==> src/rtl/chunk_serial_adder.sv <==
// Multi-cycle unsigned adder: CHUNK bits per clock with a registered inter-chunk carry.
// Optional signed-overflow output is enabled by defining OVERFLOW_DETECT_EN.
module chunk_serial_adder #(
    parameter int WIDTH = 16,
    parameter int CHUNK = 4
) (
    input  logic             clk,
    input  logic             rst,
    input  logic             start,
    input  logic [WIDTH-1:0] a,
    input  logic [WIDTH-1:0] b,
    input  logic             cin,
    output logic             busy,
    output logic             done,
    output logic [WIDTH-1:0] sum,
    output logic             cout
`ifdef OVERFLOW_DETECT_EN
    ,
    output logic             ovf
`endif
);

    localparam int N     = WIDTH / CHUNK;
    localparam int IDX_W = (N > 1) ? $clog2(N) : 1;
    localparam int POS_W = (WIDTH > 1) ? $clog2(WIDTH) : 1;
    localparam logic [IDX_W-1:0] LAST_IDX = IDX_W'(N - 1);

    typedef enum logic [1:0] {
        S_IDLE = 2'd0,
        S_RUN  = 2'd1,
        S_DONE = 2'd2
    } state_t;

    // One CHUNK-bit add with carry; MSB of the result is the carry out.
    function automatic logic [CHUNK:0] chunk_add(
        input logic [CHUNK-1:0] x,
        input logic [CHUNK-1:0] y,
        input logic             c
    );
        chunk_add = {1'b0, x} + {1'b0, y} + {{CHUNK{1'b0}}, c};
    endfunction

    state_t             state_q, state_d;
    logic [IDX_W-1:0]   idx_q, idx_d;
    logic               carry_q, carry_d;
    logic [WIDTH-1:0]   a_sh_q, a_sh_d;
    logic [WIDTH-1:0]   b_sh_q, b_sh_d;
    logic [WIDTH-1:0]   sum_q, sum_d;
    logic               cout_q, cout_d;
    logic               busy_q, busy_d;
    logic               done_q, done_d;
    logic [CHUNK:0]     add_s;
    logic [POS_W-1:0]   base_s;
`ifdef OVERFLOW_DETECT_EN
    logic               ovf_q, ovf_d;
    logic               msb_cin_s;
`endif

    // Shadow operands shift right each RUN cycle, so the active chunk is always the low one.
    always_comb begin
        add_s  = chunk_add(a_sh_q[CHUNK-1:0], b_sh_q[CHUNK-1:0], carry_q);
        base_s = POS_W'(idx_q) * POS_W'(CHUNK);
    end

`ifdef OVERFLOW_DETECT_EN
    // Carry into the operand MSB, recovered from the MSB sum bit of the final chunk.
    always_comb begin
        msb_cin_s = a_sh_q[CHUNK-1] ^ b_sh_q[CHUNK-1] ^ add_s[CHUNK-1];
    end
`endif

    // Next-state, datapath and registered-output decode.
    always_comb begin
        state_d = state_q;
        idx_d   = idx_q;
        carry_d = carry_q;
        a_sh_d  = a_sh_q;
        b_sh_d  = b_sh_q;
        sum_d   = sum_q;
        cout_d  = cout_q;
`ifdef OVERFLOW_DETECT_EN
        ovf_d   = ovf_q;
`endif
        case (state_q)
            S_IDLE, S_DONE: begin
                if (start) begin
                    state_d = S_RUN;
                    idx_d   = {IDX_W{1'b0}};
                    carry_d = cin;
                    a_sh_d  = a;
                    b_sh_d  = b;
                end else begin
                    state_d = S_IDLE;
                end
            end
            S_RUN: begin
                sum_d[base_s +: CHUNK] = add_s[CHUNK-1:0];
                carry_d = add_s[CHUNK];
                a_sh_d  = a_sh_q >> CHUNK;
                b_sh_d  = b_sh_q >> CHUNK;
                if (idx_q == LAST_IDX) begin
                    state_d = S_DONE;
                    cout_d  = add_s[CHUNK];
`ifdef OVERFLOW_DETECT_EN
                    ovf_d   = msb_cin_s ^ add_s[CHUNK];
`endif
                end else begin
                    idx_d = idx_q + {{(IDX_W-1){1'b0}}, 1'b1};
                end
            end
            default: begin
                state_d = S_IDLE;
            end
        endcase
        busy_d = (state_d == S_RUN);
        done_d = (state_d == S_DONE);
    end

    // State and output registers; reset aborts any operation in flight.
    always_ff @(posedge clk) begin
        if (rst) begin
            state_q <= S_IDLE;
            idx_q   <= {IDX_W{1'b0}};
            carry_q <= 1'b0;
            a_sh_q  <= {WIDTH{1'b0}};
            b_sh_q  <= {WIDTH{1'b0}};
            sum_q   <= {WIDTH{1'b0}};
            cout_q  <= 1'b0;
            busy_q  <= 1'b0;
            done_q  <= 1'b0;
`ifdef OVERFLOW_DETECT_EN
            ovf_q   <= 1'b0;
`endif
        end else begin
            state_q <= state_d;
            idx_q   <= idx_d;
            carry_q <= carry_d;
            a_sh_q  <= a_sh_d;
            b_sh_q  <= b_sh_d;
            sum_q   <= sum_d;
            cout_q  <= cout_d;
            busy_q  <= busy_d;
            done_q  <= done_d;
`ifdef OVERFLOW_DETECT_EN
            ovf_q   <= ovf_d;
`endif
        end
    end

    assign busy = busy_q;
    assign done = done_q;
    assign sum  = sum_q;
    assign cout = cout_q;
`ifdef OVERFLOW_DETECT_EN
    assign ovf  = ovf_q;
`endif

endmodule

==> config.mk <==
export PLATFORM = sky130hd
export DESIGN_NAME = chunk_serial_adder
export DESIGN_NICKNAME = d
export VERILOG_FILES = /design/src/rtl/chunk_serial_adder.sv
export SDC_FILE = /design/constraint.sdc
export NUM_CORES = 1
export LEC_CHECK = 0
export CORE_MARGIN = 2
export CORE_UTILIZATION = 26
export CTS_BUF_LIST = sky130_fd_sc_hd__clkbuf_8
export CTS_CLUSTER_DIAMETER = 60
export DETAILED_ROUTE_END_ITERATION = 7
export GPL_ROUTABILITY_DRIVEN = 0
export PLACE_DENSITY_LB_ADDON = 0.1
export SKIP_CTS_REPAIR_TIMING = 1
export SLEW_MARGIN = 15
export SYNTH_ARGS = -nofsm -noshare
export SYNTH_HDL_FRONTEND = slang
export SYNTH_SLANG_ARGS = --single-unit
==> constraint.sdc <==
create_clock -name clk -period 1.76 [get_ports clk]
set_input_delay 0.176 -clock clk [delete_from_list [all_inputs] [get_ports clk]]
set_output_delay 0.176 -clock clk [all_outputs]
set_load 0.05 [all_outputs]
==> results of run 1 <==
[cell families (layout without fill, tap and decap cells)]
group | count (synthesis) | in the layout | share of synthesized area (%)
and+or+nand+nor | 79 | 79 | 14.69
AOI/OAI and AO/OA | 58 | 58 | 17.55
DFF | 56 | 56 | 46.52
muxes | 24 | 24 | 9.969
buffers and inverters | 18 | 74 | 4.569
adders and majority gates | 11 | 11 | 6.335
xor gates and xnor gates | 1 | 1 | 0.3635
[worst max-delay path, delay by kind of cell, from the launching register on]
family          cells  cell delay, ps
simple gates        1              60
flops               1             350
compound gates      3             680
fa+ha+maj           1             390
buf+inv             1             140
[cell usage after synthesis, drive strengths merged (2+ instances only)]
cell    count
a211oi     24
a21o        2
a21oi       7
a22oi      21
a32oi       2
buf        10
clkbuf      6
dfxtp      56
fa          2
ha          9
inv         2
mux2i      24
nand2      11
nand2b      2
nand3       3
nor2       53
nor2b       2
[routing by layer]
metal / wire [um] / global-route usage (%) / part of all wire, %
met5: 0 / 0 / 0
met2: 2608 / 20.03 / 42
met3: 287 / 3.134 / 4.7
met4: 59 / 3.899 / 0.96
met1: 3190 / 17.80 / 52
[sequential cells by signal, summed over array words and instances, names as in the netlist]
register  count
idx_q         2
sum          16
busy          1
cout          1
b_sh_q       16
a_sh_q       16
carry_q       1
done          1
state_q       2
[stage by stage]
stage | hold WS [ps] | utilization (%) | setup TNS (ps)
after CTS | 317.1 | 35.27 | -191.7
after detailed placement | 469.1 | 34.22 | -126.7
after global placement | 463.5 | 34.22 | -76.56
after floorplan | 336.8 | - | 0
after global routing | 317.5 | 35.69 | -251.7
final | 307.4 | 35.69 | 0
[power by group]
part / internal [mW] / switching (mW)
Clock: 0.324 / 0.441
Sequential: 1.35 / 0.0528
Combinational: 0.272 / 0.290
Total: 1.95 / 0.784
[area by class of cell]
type | count | area, um2 | area share [%]
clock buffer | 6 | 82.58 | 2.540
clock inverter | 2 | 13.76 | 0.4234
inverter | 2 | 7.507 | 0.2309
multi-input combinational | 173 | 1224 | 37.64
sequential | 56 | 1124 | 34.57
tap | 111 | 138.9 | 4.273
timing repair buffer | 64 | 660.6 | 20.32
[worst paths after layout]
path,endpoint,slack (ps)
worst max-delay path,sum[11],30
worst min-delay path,b_sh_q[14],310
worst max register to register,sum[11],30
worst min register to register,sum[15],480
==> impl_metrics.json, run 1 <==
{
  "fin_ws_ps": 32.82,
  "setup_viol_count_final": 0,
  "rows": 35,
  "power_density_mw_per_mm2": 839.5,
  "status": "complete, no violations",
  "path_clk_slew_ps": 110,
  "fp.dieW_um": 100.3,
  "cts_tree": "built",
  "synthCells": 247,
  "ctsRootBufferMaster": "clkbuf_8",
  "timing.rr.start": "b_sh_q[0]",
  "report.power.total_mw": 2.729,
  "area_delta_synth_final_pct": 34.89,
  "final_common_cell": "dfxtp_1",
  "relSlewSlack_pct": 66.26,
  "place_area_mm2": 0.003117,
  "post-dp-hpwl_mm": 4.245,
  "syn-num-nets": 294,
  "final_nets": 349,
  "clock_sinks": 56,
  "drv_cap": 0,
  "cpPeakStageDelay_ps": 390,
  "hold_class": "in -> reg",
  "port_buffers": 54,
  "max_freq_mhz": 579.0,
  "worst-setup-path-type": "reg -> reg",
  "layout_common_cells": "54 x dfxtp_1, 53 x clkdlybuf4s50_1, 51 x nor2_1",
  "yosysWarnings": 0,
  "skew_ps": 14.39,
  "cp_slowest_cell": "fa_2",
  "drt_first_pass_iters": 4,
  "start_util_pct": 26.46,
  "ioPinCount": 55,
  "fin_cells": 414,
  "cellLeakagePower_nw": 1.260,
  "yosysTopAreaCellShare_pct": 46.52,
  "grt_pass1_vias": 1988,
  "cts_buffers": 5,
  "fin_crit_sh_pct": 98.14,
  "postRouteAntennaNets": 0,
  "drc": 0,
  "peakVddDrop_mv": 0.3987,
  "cp-start-kind": "flop",
  "die_y_um": 100.3,
  "grt_setup_unrepaired": "yes",
  "design_area_mm2": 0.003251,
  "fp.dieArea_mm2": 0.01006,
  "yosys.cell_types.count": 32,
  "required_ps": 1960,
  "slew_violations": 0,
  "clk_latency_ps": 310,
  "synthTopCellsByArea": "dfxtp_1 47%, mux2i_1 10%, nor2_1 8.1%",
  "grt_pass1_wl_mm": 10.10,
  "finalCriticalPeriod_ps": 1727,
  "cp.arrival_ps": 1930,
  "grt-ovfl-total": 0,
  "wl_per_cell_um": 14.84,
  "wirelength_mm": 6.145,
  "n_antenna_cell": 0,
  "critPathCaptureType": "flop",
  "cp_max_fo": 4,
  "r2r_cells": 6,
  "synthArstFlopShare_pct": 0,
  "synth_edf_count": 0,
  "hold_start": "rst",
  "ys_seq_area_share_pct": 46.52,
  "track_usage_pct": 12.92,
  "min_path_cells": 3,
  "syn_area_per_cell_um2": 9.756,
  "htree_levels": 2,
  "synth-seq-cells": 56,
  "synth_top_area_cell": "dfxtp_1",
  "drive_above_1_share_pct": 11.55,
  "fillers": 932,
  "vias_per_cell": 4.655,
  "netlist_area_mm2": 0.002410,
  "hold_viol": 0,
  "grt_antenna_before_repair": 0,
  "post-place-cells": 406,
  "startpoint": "b_sh_q[0]",
  "worstMarginPinSlew_ps": 504.5,
  "core_area_mm2": 0.009109,
  "grt_start_max_net_pins": 57,
  "drt-initial-drc-count": 55,
  "synth_flop_cell": "dfxtp_1",
  "crit_chain": "fa_2 > buf_4 > a211o_1 > a21o_1 > a32oi_1 > nor2_1",
  "vias": 1927,
  "cts_buffer_depth": 2,
  "pre_cts_ws_ps": -39.41
}
Power figures use the tool's default switching activity.
==> inputs of run 2 (changes only) <==
Settings changed: CORE_MARGIN 2 to 3.
==> run 2 against run 1 <==
Against the previous run: cell area down 1.9%; register-to-register slack worse by 30 ps; highest routed layer unchanged; sequential power about the same; fmax down 1.7%; largest power group unchanged.
==> impl_metrics.json, run 2 (synthesis gave the netlist of run 1 again) <==
{
  "setup_viol_count_final": 0,
  "cellLeakagePower_nw": 1.255,
  "htree_levels": 2,
  "clk_latency_ps": 300,
  "layout_common_cells": "55 x dfxtp_1, 52 x nor2_1, 49 x clkdlybuf4s50_1",
  "peakVddDrop_mv": 0.3187,
  "r2r_cells": 6,
  "grt_antenna_before_repair": 0,
  "grt_pass1_vias": 1855,
  "port_buffers": 54,
  "hold_class": "in -> reg",
  "wirelength_mm": 5.932,
  "drt_first_pass_iters": 4,
  "rows": 34,
  "clock_sinks": 56,
  "critPathCaptureType": "flop",
  "finalCriticalPeriod_ps": 1757,
  "utilization_pct": 36.03,
  "power_density_mw_per_mm2": 819.9,
  "final_nets": 349,
  "post-dp-hpwl_mm": 4.156,
  "cp_max_fo": 4,
  "ctsRootBufferMaster": "clkbuf_8",
  "fin_ws_ps": 2.632,
  "area_delta_synth_final_pct": 32.30,
  "required_ps": 1940,
  "cts_tree": "built",
  "worst-setup-path-type": "reg -> reg",
  "hold_viol": 0,
  "track_usage_pct": 11.58,
  "drv_cap": 0,
  "final_common_cell": "dfxtp_1",
  "hold_end": "b_sh_q[13]",
  "max_freq_mhz": 569.0,
  "pre_cts_ws_ps": -82.27,
  "drive_above_1_share_pct": 10.93,
  "ff2ff_setup_slack_ps": 3,
  "vias_per_cell": 4.676,
  "worstMarginPinSlew_ps": 506.1,
  "timing.rr.start": "carry_q",
  "fin_crit_sh_pct": 99.85,
  "min_path_cells": 3,
  "cts_buffer_depth": 2,
  "slew_violations": 0,
  "grt_pass1_wl_mm": 9.480,
  "ioPinCount": 55,
  "post-place-cells": 403,
  "fp.dieW_um": 102.3,
  "postRouteAntennaNets": 0,
  "die_y_um": 102.3,
  "core_area_mm2": 0.008848,
  "hold_start": "rst",
  "grt_start_max_net_pins": 57,
  "skew_ps": 7.223,
  "drt-initial-drc-count": 79,
  "vias": 1917,
  "cp-start-kind": "flop",
  "grt-ovfl-total": 0,
  "status": "complete, no violations",
  "wl_per_cell_um": 14.47,
  "cts_buffers": 5,
  "path_clk_slew_ps": 90,
  "relSlewSlack_pct": 66.15,
  "grt_setup_unrepaired": "yes",
  "report.power.total_mw": 2.614,
  "fp.dieArea_mm2": 0.01046,
  "reg2reg_to": "sum[10]",
  "cp.arrival_ps": 1940,
  "start_util_pct": 27.23,
  "fin_cells": 410,
  "drc": 0,
  "n_antenna_cell": 0
}
-- run 2: cell count changes in the layout (fill, tap and decap cells not counted), sizes merged --
cell           before  now
buf                11   15
clkbuf              6    5
clkdlybuf4s50      53   49
-- run 2: final cells by class --
class                   instances  area, um2
clock buffers                   5      68.82
flip-flops and latches         56       1122
multi-input cells             173       1207
repair buffers                 64      638.1
fillers                       936       5660
clock inverters                 2      8.758
inverters                       2      7.507
well taps                     108      135.1
-- run 2: critical path, cell delays in order, from the launching register on --
cell	delay (ps)
dfxtp_2	340
fa_2	400
fa_2	360
xor2_1	150
buf_4	160
a22oi_1	170
nor2_1	60
-- run 2: layer usage --
layer  track usage [%]  up-vias  routed length (um)
met5                 0        -                   0
met2             16.69       39                2547
met1             17.61      885                3103
met4             2.725        0                  40
li1                  -      991                   -
met3             2.389        2                 241
-- run 2: worst max path at each step --
stage | end | depth (start not counted) | start | slack, ps
4_1_cts | carry_q | 6 | carry_q | -90
2_1_floorplan | carry_q | 6 | carry_q | 40
3_3_place_gp | carry_q | 6 | carry_q | -40
5_1_grt | sum[10] | 6 | carry_q | -10
3_5_place_dp | carry_q | 6 | carry_q | -80
6_report | sum[10] | 6 | carry_q | 3
-- run 2: report_power, final --
| part | switching (mW) | internal [mW] | total [mW] |
|---|---|---|---|
| clock | 0.392 | 0.266 | 0.659 |
| combinational | 0.286 | 0.269 | 0.555 |
| sequential | 0.0521 | 1.35 | 1.40 |
-- run 2: stage by stage --
stage	cell area, um2	hold WS [ps]	TNS [ps]
2_1_floorplan	2412	336.8	0
3_3_place_gp	3093	450.0	-43.79
3_5_place_dp	3093	451.4	-195.9
4_1_cts	3171	329.2	-280.8
5_1_grt	3188	345.9	-27.98
6_report	3188	326.7	0
==> inputs of run 3 (changes only) <==
Settings changed: CELL_PAD_IN_SITES_DETAIL_PLACEMENT set to 2, CELL_PAD_IN_SITES_GLOBAL_PLACEMENT set to 2.
==> run 3 against run 2 <==
Against the previous run: worst setup slack improved by 15 ps; clock power increased by 11%; sequential share of layout area decreased by 0.38 points; power increased by 3.3%; fmax increased by 0.85%; die area unchanged; highest routed layer unchanged; clock skew increased by 11 ps.
==> impl_metrics.json, run 3 (synthesis gave the netlist of run 1 again) <==
{
  "critPathCaptureType": "flop",
  "ctsRootBufferMaster": "clkbuf_8",
  "fin_crit_sh_pct": 99.01,
  "post-place-cells": 405,
  "utilization_pct": 36.47,
  "area_delta_synth_final_pct": 33.90,
  "required_ps": 1970,
  "ff_latch_area_mm2": 0.001124,
  "vias": 2050,
  "fp.dieArea_mm2": 0.01046,
  "grt_antenna_before_repair": 0,
  "vias_per_cell": 4.964,
  "power_density_mw_per_mm2": 836.4,
  "report.power.total_mw": 2.699,
  "n_antenna_cell": 0,
  "slew_violations": 0,
  "switching_power_mw": 0.7986,
  "port_buffers": 54,
  "wl_per_cell_um": 16.36,
  "clock_sinks": 56,
  "hold_class": "in -> reg",
  "path_clk_slew_ps": 110,
  "grt_pass1_vias": 2126,
  "final_nets": 351,
  "fp.dieW_um": 102.3,
  "final_common_cell": "dfxtp_1",
  "peakVddDrop_mv": 0.3613,
  "drive_above_1_share_pct": 12.46,
  "p_comb_share_pct": 20.9,
  "max_freq_mhz": 573.9,
  "worst-setup-path-type": "reg -> reg",
  "cp.arrival_ps": 1950,
  "power.internal_mw": 1.900,
  "rows": 34,
  "cts_tree": "built",
  "postRouteAntennaNets": 0,
  "drt-initial-drc-count": 61,
  "drt_first_pass_iters": 4,
  "p_sw_share_pct": 29.59,
  "setup_viol_count_final": 0,
  "drv_cap": 0,
  "cp-start-kind": "flop",
  "fin_cells": 413,
  "grt_pass1_wl_mm": 11.07,
  "status": "complete, no violations",
  "cts_buffer_depth": 2,
  "clkPwrFrac_pct": 27.1,
  "multi_input_area_mm2": 0.001216,
  "die_y_um": 102.3,
  "post-dp-hpwl_mm": 4.826,
  "pwr-share-seq_pct": 52.0,
  "wirelength_mm": 6.756,
  "relSlewSlack_pct": 66.50,
  "cp_max_fo": 2,
  "track_usage_pct": 13.65,
  "finalCriticalPeriod_ps": 1742,
  "worstMarginPinSlew_ps": 501.0,
  "grt_start_max_net_pins": 49,
  "htree_levels": 2,
  "design_area_mm2": 0.003227,
  "skew_ps": 18.11,
  "cts_buffers": 5,
  "core_area_mm2": 0.008848,
  "fillers": 986,
  "clk_latency_ps": 320,
  "start_util_pct": 27.23,
  "drc": 0,
  "layout_common_cells": "54 x dfxtp_1, 51 x nor2_1, 51 x clkdlybuf4s50_1",
  "place_area_mm2": 0.003113,
  "grt-ovfl-total": 0,
  "cellLeakagePower_nw": 1.267,
  "grt_setup_unrepaired": "yes",
  "hold_viol": 0,
  "ioPinCount": 55,
  "holdWs_ps": 254.9
}
run 3: path summary, 6_finish.rpt:
kind / startpoint / endpoint / slack, ps / cells past startpoint
hold reg to reg: sum[15] / sum[15] / 480 / 2
setup reg to reg: b_sh_q[0] / carry_q / 20 / 6
setup / recovery: b_sh_q[0] / carry_q / 20 / 6
hold / removal: rst / sum[4] / 250 / 2
run 3: per-stage QoR:
step                      setup WS, ps  setup TNS, ps
final                            17.51              0
after CTS                       -122.0         -598.0
after global placement          -45.88         -141.1
after global routing            -51.96         -332.4
after detailed placement        -93.30         -357.6
after floorplan                  38.81              0
run 3: power groups by stage:
stage          Clock (mW)  Combinational (mW)  Sequential, mW
2_1_floorplan           0               0.318            1.44
3_3_place_gp            0               0.557            1.43
3_5_place_dp            0               0.563            1.43
4_1_cts             0.763               0.568            1.40
5_1_grt             0.821               0.631            1.42
6_report            0.731               0.564            1.40
run 3: worst max-delay path, cell delays in order (launching register included):
cell	delay [ps]
dfxtp_2	350
fa_2	400
fa_2	360
a21o_1	200
a21oi_2	160
nand2b_1	120
a21oi_1	50
run 3: cell type report:
| class | instances | share of cell area [%] |
|---|---|---|
| multi-input cells | 173 | 37.69 |
| flip-flops and latches | 56 | 34.82 |
| repair buffers | 66 | 20.40 |
| well taps | 108 | 4.188 |
| clock buffers | 5 | 2.133 |
| clock inverters | 3 | 0.5428 |
| inverters | 2 | 0.2326 |
run 3: layer usage:
layer / wire, um / global-route usage (%)
met1: 3328 / 18.97
met2: 3174 / 22.14
met3: 202 / 2.457
met4: 51 / 3.027
met5: 0 / 0
